==> config.mk <==
export PLATFORM = sky130hd
export DESIGN_NAME = shift_serializer_flat
export DESIGN_NICKNAME = d
export VERILOG_FILES = /design/src/rtl/shift_serializer_if.sv /design/src/rtl/shift_serializer.sv /design/src/flat_wrapper.sv
export SDC_FILE = /design/constraint.sdc
export NUM_CORES = 1
export LEC_CHECK = 0
export CAP_MARGIN = 20
export CORE_MARGIN = 2
export CORE_UTILIZATION = 45
export CTS_CLUSTER_DIAMETER = 40
export DETAILED_ROUTE_END_ITERATION = 8
export PLACE_DENSITY = 0.7
export SYNTH_ARGS = -nofsm -noshare
export SYNTH_HDL_FRONTEND = slang
export SYNTH_SLANG_ARGS = --single-unit
==> constraint.sdc <==
create_clock -name clk -period 1.6 [get_ports clk]
set_clock_uncertainty 0.1 [all_clocks]
set_input_delay 0.32 -clock clk [delete_from_list [all_inputs] [get_ports clk]]
set_output_delay 0.32 -clock clk [all_outputs]
set_load 0.01 [all_outputs]
==> src/rtl/shift_serializer_if.sv <==
// Load handshake, bit strobe and status bundle for the parallel-in serial-out transmitter.
interface shift_serializer_if #(
    parameter int WIDTH = 32
);
    localparam int BW = $clog2(WIDTH + 1);

    logic             en;
    logic             syn_reset;
    logic             load_valid;
    logic [WIDTH-1:0] load_data;
    logic             load_ready;
    logic             q_serial;
    logic             busy;
    logic [BW-1:0]    bits_left;
    logic             done;

    modport master (
        output en, syn_reset, load_valid, load_data,
        input  load_ready, q_serial, busy, bits_left, done
    );

    modport slave (
        input  en, syn_reset, load_valid, load_data,
        output load_ready, q_serial, busy, bits_left, done
    );
endinterface

==> src/rtl/shift_serializer.sv <==
// Parallel-in serial-out transmitter, MSB first, one bit per en strobe; first bit visible the cycle after load.
// Backpressure: load_ready is low for the whole frame and words offered meanwhile are dropped, never queued.
module shift_serializer #(
    parameter int WIDTH = 32
) (
    input  logic                 clk,
    input  logic                 reset,
    shift_serializer_if.slave    bus
);
    localparam int BW = $clog2(WIDTH + 1);

    typedef enum logic {
        IDLE  = 1'b0,
        SHIFT = 1'b1
    } state_t;

    state_t           state_q, state_d;
    logic [WIDTH-1:0] shreg_q, shreg_d;
    logic [BW-1:0]    bits_q,  bits_d;
    logic             done_q,  done_d;

    always_ff @(posedge clk or negedge reset) begin
        if (!reset) begin
            state_q <= IDLE;
            shreg_q <= '0;
            bits_q  <= '0;
            done_q  <= 1'b0;
        end else begin
            state_q <= state_d;
            shreg_q <= shreg_d;
            bits_q  <= bits_d;
            done_q  <= done_d;
        end
    end

    always_comb begin
        state_d = state_q;
        shreg_d = shreg_q;
        bits_d  = bits_q;
        done_d  = 1'b0;

        // Abort wins over both a pending load and a strobe, and never raises done.
        if (bus.syn_reset) begin
            state_d = IDLE;
            shreg_d = '0;
            bits_d  = '0;
        end else begin
            unique case (state_q)
                IDLE: begin
                    if (bus.load_valid) begin
                        shreg_d = bus.load_data;
                        bits_d  = BW'(WIDTH);
                        state_d = SHIFT;
                    end
                end
                SHIFT: begin
                    if (bus.en) begin
                        shreg_d = {shreg_q[WIDTH-2:0], 1'b0};
                        bits_d  = bits_q - BW'(1);
                        if (bits_q == BW'(1)) begin
                            state_d = IDLE;
                            done_d  = 1'b1;
                        end
                    end
                end
                default: begin
                    state_d = IDLE;
                    shreg_d = '0;
                    bits_d  = '0;
                end
            endcase
        end
    end

    // Output is gated by state so IDLE always drives 0 regardless of register contents.
    assign bus.q_serial   = (state_q == SHIFT) & shreg_q[WIDTH-1];
    assign bus.busy       = (state_q == SHIFT);
    assign bus.load_ready = (state_q == IDLE);
    assign bus.bits_left  = bits_q;
    assign bus.done       = done_q;

    a_done_not_busy: assert property (@(posedge clk) disable iff (!reset) !(bus.done && bus.busy));
    a_bits_idle:     assert property (@(posedge clk) disable iff (!reset) (state_q == IDLE) |-> (bits_q == '0));
endmodule

==> src/flat_wrapper.sv <==
// flat-port wrapper written by rule: the top's interface ports become plain ports
module shift_serializer_flat 
#(
    parameter int WIDTH = 32
)
  (clk, reset, bus_en, bus_syn_reset, bus_load_valid, bus_load_data, bus_load_ready, bus_q_serial, bus_busy, bus_bits_left, bus_done);
  shift_serializer_if #(.WIDTH(WIDTH)) bus_i ();
  input  logic clk;
  input  logic reset;
  input wire logic [$bits(bus_i.en)-1:0] bus_en;
  input wire logic [$bits(bus_i.syn_reset)-1:0] bus_syn_reset;
  input wire logic [$bits(bus_i.load_valid)-1:0] bus_load_valid;
  input wire logic [$bits(bus_i.load_data)-1:0] bus_load_data;
  output wire logic [$bits(bus_i.load_ready)-1:0] bus_load_ready;
  output wire logic [$bits(bus_i.q_serial)-1:0] bus_q_serial;
  output wire logic [$bits(bus_i.busy)-1:0] bus_busy;
  output wire logic [$bits(bus_i.bits_left)-1:0] bus_bits_left;
  output wire logic [$bits(bus_i.done)-1:0] bus_done;
  assign bus_i.en = bus_en;
  assign bus_i.syn_reset = bus_syn_reset;
  assign bus_i.load_valid = bus_load_valid;
  assign bus_i.load_data = bus_load_data;
  assign bus_load_ready = bus_i.load_ready;
  assign bus_q_serial = bus_i.q_serial;
  assign bus_busy = bus_i.busy;
  assign bus_bits_left = bus_i.bits_left;
  assign bus_done = bus_i.done;
  shift_serializer #(.WIDTH(WIDTH)) u_core (.clk(clk), .reset(reset), .bus(bus_i));
endmodule
==> impl_metrics.tcl <==
set metrics [dict create \
    outcome "finished with violations" \
    violations "setup timing" \
    arrival_ns 1.75 \
    tightest_slew_ns 0.452 \
    die_h_um 70.9 \
    finalHoldViolations 0 \
    synth_edf_count 0 \
    cp_slowest_cell "dfrtp_2" \
    syn_inst 191 \
    synth-warning-count 0 \
    grt_usage 0.184 \
    antenna_found_initial 0 \
    setup_viol 2 \
    synthAdderAreaFrac 0.0124 \
    num_rows 24 \
    dr.pass1.iters 4 \
    grt_pass1_vias 1549 \
    synth-async-reset-ratio 1.00 \
    synthXorXnorAreaFrac 0.00435 \
    cts_root_buf "clkbuf_8" \
    htree_levels 2 \
    critPathKind "flip-flop to flip-flop" \
    synthesis.nets 230 \
    avgViaCountPerCell 5.40 \
    ys_types 27 \
    min_path_type "flip-flop to flip-flop" \
    final_common_cell "dfrtp_1" \
    end_kind "flip-flop" \
    numCtsBuffers 5 \
    synth_compound_area_frac 0.157 \
    grt_pass1_wl_mm 7.24 \
    synth_area_leaders "dfrtp_1 50%, mux2i_1 15%, o31ai_1 12%" \
    dieArea_um2 5020 \
    setup_ws_ns -0.0176 \
    drt_wl_total_mm 4.58 \
    num_vias 1662 \
    clk_latency_ns 0.29 \
    synth_top_family_by_area "compound AO/OA/AOI/OAI gates" \
    fmax_mhz 618 \
    final_cell_mix "39 x dfrtp_1, 36 x clkdlybuf4s50_1, 35 x nand2_1" \
    critical_path.max_stage_delay_ns 0.45 \
    io_pins 47 \
    place_area_um2 2600 \
    register_area_um2 1000 \
    cts_tree "done" \
    fin_nets 294 \
    timing.final.crit_share 1.01 \
    ys.flop_type "dfrtp_1" \
    final_area_um2 2790 \
    muxShareOfSynthArea 0.154 \
    rsz0062_at_grt "yes" \
    io_buffer_count 46 \
    place_ws_ns -0.199 \
    relSlewSlack 0.699 \
    dpl.hpwl_mm 3.01 \
    critPathMaxFanout 5 \
    initialDrtViolationCount 122 \
    area_growth_pct 38.7 \
    drive_above_1_share 0.141 \
    grt_start_max_net_pins 49 \
    routedWlPerCell_um 14.9 \
    initial_core_util 0.465 \
    cts_max_path_buffers 2 \
    yosysTopAreaCell "dfrtp_1" \
    synthSimpleGateAreaFrac 0.125 \
    fillers 394 \
    place.gp.congestion 0.818 \
    syn_area_um2 2010 \
    drc 0 \
    coreArea_um2 4320 \
    crit_top_cell "buf_6" \
    synth_top_area_share 0.498 \
    ir_drop_mv 0.381 \
    startpoint_type "flip-flop" \
    cp.required_ns 1.73 \
    avgSynthCellArea_um2 10.5 \
    multi_input_area_um2 913 \
    drv_cap 0 \
    clock-sinks 40 \
    clkTransAtPathRegs_ns 0.07 \
    cp_cell_sequence "buf_6 > and2_4 > nor3_4 > buf_12 > buf_6 > nand4b_1 > o311a_1" \
    ys_seq_area_frac 0.498 \
    period_minus_slack_ns 1.62 \
    antenna_left 0 \
    diodes 0 \
    power.density_nw_per_um2 849 \
    p_leak_uw 0.00124 \
    drv_slew 0 \
    synth_seq_cells 40 \
    dieWidth_um 70.9 \
    gr-total-overflow 0 \
]
==> sequential cells by signal, indices dropped and copies added, names as in the netlist <==
| name | count |
|---|---|
| u_core.bus.busy | 1 |
| u_core.bus.done | 1 |
| u_core.shreg_q | 32 |
| u_core.bus.bits_left | 6 |
==> path summary, 6_finish.rpt <==
path / startpoint / endpoint / slack, ns / depth (start not counted)
worst max-delay path: u_core.bus.busy$_DFF_PN0_ / u_core.bus.bits_left[5]$_DFFE_PN0P_ / -0.02 / 7
worst min-delay path: u_core.shreg_q[14]$_DFFE_PN0P_ / u_core.shreg_q[14]$_DFFE_PN0P_ / 0.38 / 2
worst min register to register: u_core.shreg_q[14]$_DFFE_PN0P_ / u_core.shreg_q[14]$_DFFE_PN0P_ / 0.38 / 2
worst max register to register: u_core.bus.busy$_DFF_PN0_ / u_core.bus.bits_left[5]$_DFFE_PN0P_ / -0.02 / 7
min in group asynchronous: reset / u_core.shreg_q[22]$_DFFE_PN0P_ / 0.41 / 2
max in group asynchronous: reset / u_core.shreg_q[17]$_DFFE_PN0P_ / 0.43 / 3
==> cells by family (layout without fill, tap and decap cells) <==
group	after synthesis	count (layout)
XOR/XNOR	1	1
flip-flops	40	40
AO/OA/AOI/OAI	45	45
adder cells (fa/ha/maj)	2	2
multiplexers	31	31
buffers and inverters	19	84
AND/OR/NAND/NOR	53	53
==> worst max-delay path: cells and delay by family (launching register included) <==
kind	cells	cell delay [ns]
simple gates	3	0.45
compound gates	1	0.15
flops	1	0.45
buf+inv	3	0.40
==> power breakdown <==
group | internal [µW] | switching [µW] | leakage [µW]
Clock | 352 | 329 | 0.0000455
Sequential | 1100 | 53.2 | 0.000527
Combinational | 285 | 247 | 0.000668
Total | 1740 | 629 | 0.00124
==> what timing repair did <==
| action | in CTS | in global routing |
|---|---|---|
| setup endpoints to repair | 9 | 36 |
| hold buffers | 1 | 0 |
| setup buffers | 3 | 2 |
| resized for setup | 10 | 5 |
| hold endpoints to repair | 17 | 0 |
| pin swaps | 0 | 1 |
| gates cloned | 0 | 2 |
==> layer usage <==
metal,vias up,routed length (µm),track usage
met5,-,0,0
met4,0,63,0.0629
met3,7,294,0.0470
met2,50,2080,0.277
met1,795,2150,0.261
li1,810,-,-
==> metrics by stage <==
| step | instances | hold slack (ns) | util | total power [µW] | TNS, ns |
|---|---|---|---|---|---|
| after CTS | 304 | 0.384 | 0.627 | 2360 | -0.00126 |
| after floorplan | 191 | -0.0756 | - | 1440 | 0 |
| final | 308 | 0.379 | 0.645 | 2370 | -0.0183 |
| after global routing | 308 | 0.405 | 0.645 | 2500 | -1.10 |
| after detailed placement | 292 | 0.195 | 0.600 | 1670 | -6.07 |
| after global placement | 292 | 0.187 | 0.600 | 1660 | -5.01 |
==> synthesized netlist by cell type (all sizes together), types with 2 or more instances <==
cell    instances
mux2i          31
nand3b          2
a21oi           5
clkbuf          8
nand2          35
nor2            4
ha              2
buf             7
nor3            4
and2            2
o31ai          33
o21ai           5
inv             4
dfrtp          40
==> layout make-up <==
cell class / instances / share of cell area
timing repair buffer: 72 / 0.252
inverter: 4 / 0.00538
tap: 52 / 0.0233
clock buffer: 8 / 0.0323
multi-input combinational: 132 / 0.327
sequential: 40 / 0.359
Note: power is estimated with default switching activity, not from simulation.
